$ cat config.mk
export PLATFORM = sky130hd
export DESIGN_NAME = wchb_sync_arbiter
export DESIGN_NICKNAME = d
export VERILOG_FILES = /design/src/rtl/wchb_sync_arbiter.sv
export SDC_FILE = /design/constraint.sdc
export NUM_CORES = 1
export LEC_CHECK = 0
export ABC_AREA = 1
export CORE_MARGIN = 2
export CORE_UTILIZATION = 46
export DETAILED_ROUTE_END_ITERATION = 16
export GPL_TIMING_DRIVEN = 0
export PLACE_DENSITY = 0.92
export SYNTH_ARGS = -nofsm -noshare
export SYNTH_HDL_FRONTEND = slang
export SYNTH_SLANG_ARGS = --single-unit
$ cat constraint.sdc
create_clock -name clk -period 5.4 [get_ports clk]
set_input_delay 1.08 -clock clk [delete_from_list [all_inputs] [get_ports clk]]
set_output_delay 1.08 -clock clk [all_outputs]
set_load 0.02 [all_outputs]
$ cat src/rtl/wchb_sync_arbiter.sv
// Round-robin front-end sharing one WCHB input channel between N_REQ clocked
// requesters; drives a bundled-data 4-phase handshake and syncs the ack back in.
module wchb_sync_arbiter #(
   parameter int N_REQ       = 4,
   parameter int DATA_W      = 32,
   parameter int SYNC_STAGES = 2,
   parameter int TIMEOUT     = 255
) (
   input  logic                    clk,
   input  logic                    rst,
   input  logic [N_REQ-1:0]        i_req,
   input  logic [N_REQ*DATA_W-1:0] i_data,
   output logic [N_REQ-1:0]        o_grant,
   output logic                    o_busy,
   output logic                    o_areq,
   output logic [DATA_W-1:0]       o_adata,
   input  logic                    i_aack,
   output logic                    o_timeout
);

   localparam int IDX_W = (N_REQ > 1) ? $clog2(N_REQ) : 1;
   localparam int SUM_W = IDX_W + 1;
   localparam int CNT_W = (TIMEOUT > 0) ? $clog2(TIMEOUT + 1) : 1;
   localparam logic [CNT_W-1:0] CNT_MAX = (TIMEOUT > 0) ? CNT_W'(TIMEOUT) : '1;
   localparam logic [IDX_W-1:0] LAST_IDX = IDX_W'(N_REQ - 1);

   typedef enum logic [2:0] {
      S_IDLE,
      S_SETUP,
      S_REQ,
      S_RELEASE,
      S_DONE
   } state_t;

   state_t                        r_state;
   logic [IDX_W-1:0]              r_rr_ptr;
   logic [IDX_W-1:0]              r_sel;
   logic [CNT_W-1:0]              r_cnt;
   logic [SYNC_STAGES-1:0]        r_sync;
   logic [N_REQ-1:0]              r_grant;
   logic                          r_areq;
   logic [DATA_W-1:0]             r_adata;
   logic                          r_timeout;

   logic [N_REQ-1:0][DATA_W-1:0]  w_slices;
   logic                          w_ack_s;
   logic                          w_any;
   logic [IDX_W-1:0]              w_win;
   logic                          w_waiting;

   assign w_slices  = i_data;
   assign w_ack_s   = r_sync[SYNC_STAGES-1];
   assign w_any     = |i_req;
   assign w_waiting = (r_state == S_REQ) || (r_state == S_RELEASE);

   // Ack crosses from the async pipeline; only the last flop is ever observed.
   always_ff @(posedge clk or posedge rst) begin
      if (rst) r_sync <= '0;
      else     r_sync <= {r_sync[SYNC_STAGES-2:0], i_aack};
   end

   // Rotating-priority scan starting at r_rr_ptr, wrapping modulo N_REQ.
   always_comb begin
      logic [SUM_W-1:0] sum;
      logic             found;
      w_win = r_rr_ptr;
      found = 1'b0;
      sum   = '0;
      for (int i = 0; i < N_REQ; i++) begin
         sum = {1'b0, r_rr_ptr} + SUM_W'(i);
         if (sum >= SUM_W'(N_REQ)) sum = sum - SUM_W'(N_REQ);
         if (!found && i_req[sum[IDX_W-1:0]]) begin
            found = 1'b1;
            w_win = sum[IDX_W-1:0];
         end
      end
   end

   always_ff @(posedge clk or posedge rst) begin
      if (rst) begin
         r_state   <= S_IDLE;
         r_rr_ptr  <= '0;
         r_sel     <= '0;
         r_cnt     <= '0;
         r_grant   <= '0;
         r_areq    <= 1'b0;
         r_adata   <= '0;
         r_timeout <= 1'b0;
      end else begin
         r_grant <= '0;
         case (r_state)
            S_IDLE: begin
               if (w_any) begin
                  r_adata <= w_slices[w_win];
                  r_sel   <= w_win;
                  r_state <= S_SETUP;
               end
            end
            S_SETUP: begin
               // Data has been stable for a full cycle before the request edge.
               r_state <= S_REQ;
               r_areq  <= 1'b1;
               r_cnt   <= '0;
            end
            S_REQ: begin
               if (w_ack_s) begin
                  r_state <= S_RELEASE;
                  r_areq  <= 1'b0;
                  r_cnt   <= '0;
               end else if (r_cnt != CNT_MAX) begin
                  r_cnt <= r_cnt + 1'b1;
               end
            end
            S_RELEASE: begin
               if (!w_ack_s) begin
                  r_state        <= S_DONE;
                  r_grant[r_sel] <= 1'b1;
               end else if (r_cnt != CNT_MAX) begin
                  r_cnt <= r_cnt + 1'b1;
               end
            end
            S_DONE: begin
               r_rr_ptr <= (r_sel == LAST_IDX) ? '0 : r_sel + 1'b1;
               r_state  <= S_IDLE;
            end
            default: begin
               r_state <= S_IDLE;
               r_areq  <= 1'b0;
            end
         endcase
         // Only flags a late ack edge; the handshake itself is never abandoned.
         if (TIMEOUT != 0 && w_waiting && r_cnt == CNT_MAX)
            r_timeout <= 1'b1;
      end
   end

   assign o_grant   = r_grant;
   assign o_busy    = (r_state != S_IDLE);
   assign o_areq    = r_areq;
   assign o_adata   = r_adata;
   assign o_timeout = r_timeout;

endmodule

# Word level (Yosys, flattened, before mapping)
# Cells that the tools add are included.
totals:
  wordCells: 95
  output_inout_bits: 39
  inputBits: 135
  register_bits: 55
op_classes:
  n_mux: 36
  n_eq_ne: 11
  add_sub_neg: 9
  n_bitwise: 1
  order_cmp: 11
  n_reduce_logical: 18
op_table:
  columns: ["op", "count"]
  rows:
  - ["$bmux W32 S2", 1]
  - ["$mux W32", 1]
  - ["$mux W8", 3]
  - ["$pmux W8 S3", 1]
  - ["$lt A2 B3 Y1 const B", 6]
  - ["$mux W2", 9]
  - ["$pmux W3 S4", 1]
  - ["$ge A3 B3 Y1 const B", 3]
  - ["$mux W1", 9]
  - ["$mux W3", 3]
  - ["$add A8 B1 Y8 const B", 1]
  - ["$bmux W1 S2", 4]
  - ["$eq A8 B8 Y1 const B", 1]
  - ["$mux W4", 2]
  - ["$ne A2 B2 Y1 const B", 4]
  - ["$ne A8 B8 Y1 const B", 1]
  - ["$sub A2 B1 Y2 const B", 4]
  - ["$add A2 B2 Y3 const B", 2]
  - ["$eq A3 B2 Y1 const B", 2]
  - ["$reduce_and A2 Y1", 3]
  - ["$reduce_bool A3 Y1", 2]
  - ["$logic_and A1 B1 Y1", 5]
  - ["$reduce_or A4 Y1", 1]
  - ["$add A2 B1 Y3 const B", 1]
  - ["other kinds (14)", 16]

# Depth between registers and ports, before layout
# Gate-level depths: netlist of the first run.
logic_depth:
  ltp_word: 16
  mapped_depth: 19
  depth_no_buf: 16

# Worst setup path after synthesis of the first run
# OpenSTA, ideal clock, no wires.
synth_timing:
  kind: "input-to-reg"
  from: "in i_req[3]"
  to: "reg r_adata[10], in the netlist o_adata[10]"
  required_ns: 5.283
  path_buffers: 2
  setup_ns: 0.117
  cell_stages: 16
  arrival_time_ns: 2.248
  slack_ns: 3.035
  cell_sequence: "nand2_1 nand3_1 nand2_2 inv_2 nor2_4 nand2_2 nand2_2 nand2_2 buf_6 buf_8 nand2_2 nand2_1 nand2_1 nand2_1 nand2_1 nand2_1"
synth_between:
  elab_chain_cells: 14
  elab_cells_between_ends: 25
  classes_between: "mux (17); reduce/logical (8)"
synth_rtl:
  columns: ["element", "line_no", "source"]
  rows:
  - ["start, declared", "11", "input logic [N_REQ-1:0] i_req,"]
  - ["$bmux W1 S2", "72", "if (!found && i_req[sum[IDX_W-1:0]]) begin"]
  - ["$mux W1 (not written as such)", "72", null]
  - ["$mux W1", "72", null]
  - ["$logic_not A1 Y1", "72", null]
  - ["$logic_and A1 B1 Y1", "72", null]
  - ["$mux W1", "72", null]
  - ["$logic_not A1 Y1", "72", null]
  - ["$logic_and A1 B1 Y1", "72", null]
  - ["$mux W1", "72", null]
  - ["$logic_not A1 Y1", "72", null]
  - ["$logic_and A1 B1 Y1", "72", null]
  - ["$mux W2", "72", null]
  - ["$bmux W32 S2", "94", "r_adata <= w_slices[w_win];"]
  - ["$mux W32 (not written as such)", "94", null]
  - ["end signal, assigned", "94", null]
  - ["end, declared", "42", "logic [DATA_W-1:0] r_adata;"]
# Parallel ways exist; a longest one is shown, timed or not. The select of a mux whose other input is x is not followed.
# A chain may end at the register's enable or synchronous reset.

# Final worst setup path of the first run
layout_timing:
  from: "in i_req[1]"
  to: "reg r_adata[23], in the netlist o_adata[23]"
# Same word-level chain as after synthesis.

==> run metrics, run 1 <==
status=finished clean; maximum buffer depth of the clock tree=2; dpl hpwl=approximately 10000 um; Worst-Margin Slew=0.444 ns; DRC=0; drt first pass iters=5; Die Width=97.3 um; clock root cell=clkbuf_8; clk slew on worst S/H paths=0.11 ns; Routed WL=12900 um; mux cell area share after synthesis=0.00250; first-pass GRT wire length=21400 um; largest family of logic cells by synthesized area=simple AND/OR/NAND/NOR gates; crit path capture type=flip-flop; Starting Density=0.465; slowest CP cell=clkdlybuf4s50_1; CP Launch Type=primary input; final setup TNS=0 ns; CP Capture Point=o_adata[23]$_DFFE_PP0P_; met2 WL=6400 um; Worst-Skew Late Latency=0.31 ns; max-slew violations=0; Synth area leaders=nand2_1 35%, dfrtp_1 34%, nand3_1 9.6%, nand2_2 3.9%, inv_1 2.1%; placed cells=927; overall power=3.54 mW; met1 wire length=5250 um; CP max FO=10; RSZ-0062 raised after global routing=no; routed vias=4744; TritonCTS Buffers=5; DIE AREA=0.00946 sq mm; initial antenna violation count=0; Total Routing Usage GR=0.275; Avg Inst Size Synth=6.20 sq um; synthesized instance count=645; NumNets Final=~970; Final ANT Viol Nets=0; final setup vio count=0; Worst R2R Path Depth=15; Pwr Density=between 500 and 600 mW/mm^2; # port buffers=about 170; die height=97.3 um; H-tree levels=2; hold slack final=roughly 0.37 ns; crit share post-route=0.532; R2R Setup Slk=3.19 ns; Max Used Layer=met4; largest net degree at the start of global routing=38; Fmax achieved=0.348 GHz; minimum clock period=2.87 ns; cts-stage hold buffer count=0; Top cell by count, worst path=nand2_1; Post-Syn Area=between 0.004 and 0.005 sq mm; critical path class=in -> reg; gr ovfl total=0; setup bufs post-CTS=0; r2r endpoint=o_adata[23]$_DFFE_PP0P_; skew final=0.00974 ns; sequential area share after synthesis=0.344; Synthesized Nets=roughly 800; Max VDD drop=410 uV; wire length per cell=13.7 um; adder-cell share of the synthesized area=0.0156; yosys warns=0; FF-to-FF Start=r_rr_ptr[0]$_DFFE_PP0N_; Rel. slew slack=0.704; largest area contributor in the netlist=nand2_1; Netlist cell types=29; Hold Path Depth=0; I/O pins=174; xor-xnor portion of the synthesized cell area=0; number of max-cap violations=0; First DRT Iteration DRCs=187; launch point of the worst path=i_req[1]; n_diodes=0; # rows=34; routability congestion estimate=0.917; fin cells=935; Post-CTS Resized=0; Crit path largest cell delay=between 0.4 and 0.5 ns; Buf/Inv on CP=3; met3 wire length=948 um; Via density=5.07; endpoints failing hold=0; leakage=around 3.1 nW; Critical Path RT=between 5 and 6 ns; layout cells sized above 1=0.0919; cell area after layout=0.00598 sq mm; Seq cells post-synth=55; Hold Path Class=reg -> reg; Compound-Gate Fraction of Synth Area=0.0294; clock sinks=55; number of global-route vias before repair=4683; CP cell instances=clkdlybuf4s50_1, nand2_1, nand3_1, nand2_2, inv_2, nor2_4, nand3_1, nand2_1, nand2_1, nand2_1, buf_2, nand2_1, nand2_1, nand2_1, nand2_1; TritonCTS clock tree=built; Worst EP arrival=3.13 ns; area post-placement=~0.0059 sq mm; top cell type's share of synthesized area=0.349; simple-gate area share of the yosys netlist=0.519; Area Growth Syn to Fin=49.5%; critical path depth=15; Top delay family on crit path=simple AND/OR/NAND/NOR gates; Core Region=0.00859 sq mm
layout by cell type, fill, tap and decap left out, types with 2 or more instances in the layout:
cell / n
inv_2: 4
dfrtp_1: 55
nor3_1: 5
buf_6: 6
nand3_1: 77
buf_4: 8
buf_2: 15
clkbuf_1: 5
inv_1: 21
o21ai_0: 11
a21oi_1: 4
buf_8: 2
nand2_1: 372
nand3_2: 2
clkinv_1: 2
nor2_1: 15
ha_1: 5
clkinv_4: 2
nand2_2: 25
clkbuf_8: 5
clkdlybuf4s50_1: 173
registers in the layout (all words and copies together), names as in the netlist:
| register | count |
|---|---|
| o_timeout | 1 |
| r_sync | 2 |
| r_cnt | 8 |
| o_grant | 4 |
| r_rr_ptr | 2 |
| o_adata | 32 |
| r_sel | 2 |
| r_state | 3 |
| o_areq | 1 |
area by class of cell:
type	count	area [sq um]
inverter	28	108
clock buffer	5	68.8
tap	108	135
fill	717	2610
multi-input combinational	526	2260
clock inverter	3	25.0
sequential	55	1380
timing repair buffer	174	1750
buffer	36	251
worst reg2reg max path, stage by stage (launching register included):
cell and delay, ns:
dfrtp_1 0.41, buf_4 0.18, nand2_1 0.11, nand3_1 0.10
nand2_2 0.12, inv_2 0.06, nor2_4 0.13, nand3_1 0.12
nand2_1 0.08, nand2_1 0.05, nand2_1 0.21, buf_2 0.30
nand2_1 0.10, nand2_1 0.06, nand2_1 0.04, nand2_1 0.07
worst min path at each step:
stage / from / endpoint
floorplan: r_sync[0]$_DFF_PP0_ / r_sync[1]$_DFF_PP0_
global placement: r_sync[0]$_DFF_PP0_ / r_sync[1]$_DFF_PP0_
detailed placement: r_sync[0]$_DFF_PP0_ / r_sync[1]$_DFF_PP0_
CTS: r_sync[0]$_DFF_PP0_ / r_sync[1]$_DFF_PP0_
global route: r_sync[0]$_DFF_PP0_ / r_sync[1]$_DFF_PP0_
finish: r_sync[0]$_DFF_PP0_ / r_sync[1]$_DFF_PP0_
cell families after synthesis:
group	count (synthesis)
AND/OR/NAND/NOR	500
buffers and inverters	64
flip-flops	55
AO/OA/AOI/OAI	20
adder cells (fa/ha/maj)	5
multiplexers	1
metrics by stage:
step | util | setup slack [ns]
global route | 0.696 | 2.32
finish | 0.696 | 2.53
CTS | 0.696 | 2.59
detailed placement | 0.685 | 2.27
global placement | 0.683 | 2.00
floorplan | - | 2.98
Yosys cell counts:
master    instances
nand4_1           1
o22ai_1           1
o21ai_0          11
o31ai_1           1
inv_1            22
buf_6             6
nor2_4            1
mux2i_1           1
a211oi_2          1
nor2_1           15
nand2_1         372
inv_4             1
buf_2            15
inv_2             3
o21bai_1          1
nand2_4           1
clkbuf_1          5
nor3_1            5
nand3_2           2
ha_1              5
nand3_1          77
nand2_2          25
dfrtp_1          55
clkinv_1          2
buf_4             8
a31o_2            1
a21oi_1           4
nor4_1            1
buf_8             2
where the power goes:
part	switching [mW]	internal, mW	total, mW
Sequential	0.104	0.561	0.665
Combinational	1.62	1.02	2.64
Clock	0.140	0.0930	0.233
layer usage:
| metal | vias to the layer above | global-route usage |
|---|---|---|
| met1 | 2156 | 0.342 |
| li1 | 2360 | - |
| met2 | 209 | 0.487 |
| met4 | 0 | 0.0876 |
| met3 | 19 | 0.0489 |
| met5 | - | 0 |
No activity file was read; power rests on OpenSTA's default activity.
==> run 2: changes to the inputs <==
CORE_UTILIZATION = 39   (was 46)
PLACE_DENSITY = 0.84   (was 0.92)
clock period = 2.3 ns   (was 5.4 ns; I/O delays follow)
==> run 2 against run 1 <==
Net effect:
- via count shrank 3.4%
- combinational power grew 130%
- clock skew grew 0.00098 ns
- critical endpoint is now o_busy
- largest power group unchanged
- highest routed layer unchanged
==> run metrics, run 2 (synthesized netlist as in run 1, its figures left out) <==
Worst R2R Path Depth=16 (+1); layout cells sized above 1=0.0931 (+0.00121); Rel. slew slack=0.598 (-0.106); status=finished clean; CP max FO=4 (-6); most frequent cells in the layout=371 x nand2_1, 173 x clkdlybuf4s50_1, 77 x nand3_1; crit path capture type=primary output; clock root cell=clkbuf_8; crit share post-route=0.934; clock sinks=55 (unchanged); DIE AREA=0.0111 sq mm (+17%); maximum buffer depth of the clock tree=2 (unchanged); cts-stage hold buffer count=0 (unchanged); # rows=36 (+5.9%); switch share=0.516 (-0.0108); minimum clock period=between 2 and 2.5 ns; critical path class=reg -> out; Core Region=0.00986 sq mm (+15%); # port buffers=173 (unchanged); die height=105 um (+8.3%); commonest non-fill, non-tap cell in the layout=nand2_1; I/O pins=174 (unchanged); multi-input logic area=0.00227 sq mm (+0.11%); NumNets Final=966 (unchanged); leakage=3.15 nW (+0.54%); Pwr Density=1390 mW/mm^2 (+130%); Max VDD drop=934 uV (+130%); routability congestion estimate=0.871 (-5.0%); clk slew on worst S/H paths=0.11 ns (about the same); routed vias=4585 (-3.4%); endpoints failing hold=0 (unchanged); CP Launch Type=flip-flop; Hold Path Depth=0 (unchanged); hold slack final=0.368 ns (-0.00625 ns); RSZ-0062 raised after global routing=no; skew final=0.0107 ns (+0.000981 ns); Total Routing Usage GR=0.231 (-0.0447); max FFs per register=32 (unchanged); Worst-Skew Late Latency=0.33 ns (+0.02 ns); # fillers=941 (+31%); number of global-route vias before repair=4288 (-8.4%); Via density=4.78 (-5.9%); initial antenna violation count=0 (unchanged); Routed WL=12400 um (-3.2%); n_diodes=0 (unchanged); drt first pass iters=4 (-1); Reg power frac=0.182 (-0.006); gr ovfl total=0 (unchanged); TritonCTS clock tree=built; Worst-Margin Slew=0.602 ns (+0.158 ns); combinational group share of total power=0.737 (-0.009); H-tree levels=2 (unchanged); power share of the clock group=0.081 (+0.015); Area Growth Syn to Fin=51.2%; Reg area=0.00138 sq mm (unchanged); Fmax achieved=0.466 GHz; final setup vio count=0 (unchanged); number of max-cap violations=0 (unchanged); post-route core utilization=0.613 (-0.0830); DRC=0 (unchanged); Starting Density=0.406 (-0.0600); internal power=4.07 mW (+140%); dpl hpwl=9680 um (-5.9%); Final ANT Viol Nets=0 (unchanged); largest net degree at the start of global routing=30 (-21%); max-slew violations=0 (unchanged); wire length per cell=13.0 um (-5.7%); TritonCTS Buffers=5 (unchanged); Die Width=105 um (+8.3%); First DRT Iteration DRCs=160 (-14%); Hold Path Class=reg -> reg; first-pass GRT wire length=20500 um (-4.2%); Worst EP arrival=1.69 ns (-1.44 ns); Sw Pwr=4.34 mW (+130%); Critical Path RT=1.84 ns (-3.81 ns)
run 2: changes by cell type in the layout (fill, tap and decap cells not counted), sizes merged:
| cell | change |
|---|---|
| clkinv | -1 |
| bufinv | +1 |
| clkbuf | +3 |
| buf | -3 |
| clkinvlp | -1 |
| inv | +1 |
run 2: worst paths after layout:
kind / start / endpoint / slack [ns]
min in group asynchronous: rst / o_adata[25]$_DFFE_PP0P_ / 0.52
setup reg to reg: r_rr_ptr[1]$_DFFE_PP0N_ / o_adata[15]$_DFFE_PP0P_ / 0.18
setup / recovery: r_state[0]$_DFFE_PP0P_ / o_busy / 0.15
hold reg to reg: r_sync[0]$_DFF_PP0_ / r_sync[1]$_DFF_PP0_ / 0.37
hold / removal: r_sync[0]$_DFF_PP0_ / r_sync[1]$_DFF_PP0_ / 0.37
max in group asynchronous: rst / o_areq$_DFFE_PP0P_ / 1.22
run 2: critical path, stage by stage, from the launching register on:
cell and delay [ns]:
dfrtp_1 0.41, inv_1 0.13, nand2_1 0.08, nor2_1 0.12
inv_1 0.09, clkdlybuf4s50_1 0.54
run 2: cell type report:
cell class / instances / area share
plain buffers: 36 / 0.0432
clock buffers: 5 / 0.0114
clock inverters: 3 / 0.00786
inverters: 28 / 0.0178
multi-input cells: 526 / 0.375
flip-flops and latches: 55 / 0.228
well taps: 133 / 0.0275
repair buffers: 174 / 0.290
run 2: timing repair:
item	CTS	global route
resized for setup	0	6
endpoints found under the setup margin	0	29
buffers inserted	0	0
run 2: routing by layer:
metal	share of wire	vias to the layer above	global-route usage	routed length (um)
met5	0	-	0	0
met4	0.022	0	0.0695	269
met3	0.084	21	0.0594	1050
met2	0.47	168	0.383	5880
met1	0.42	2034	0.294	5250
li1	-	2362	-	-
run 2: power by group through the flow:
stage	combinational, mW	sequential, mW	clock, mW
2_1_floorplan	4.00	1.82	0
3_3_place_gp	6.12	1.54	0
3_5_place_dp	6.17	1.54	0
4_1_cts	6.19	1.53	0.697
5_1_grt	6.96	1.58	0.737
6_report	6.20	1.53	0.683
run 2: stage by stage:
step	area (sq um)	worst slack, ns	TNS, ns	power [mW]	instances
after floorplan	4000	0.477	0	5.83	645
after global placement	5900	-0.568	-36.50	7.66	951
after detailed placement	5920	-0.231	-6.00	7.72	952
after CTS	6030	0.0950	0	8.42	960
after global routing	6050	0.00482	0	9.28	960
final	6050	0.152	0	8.42	960
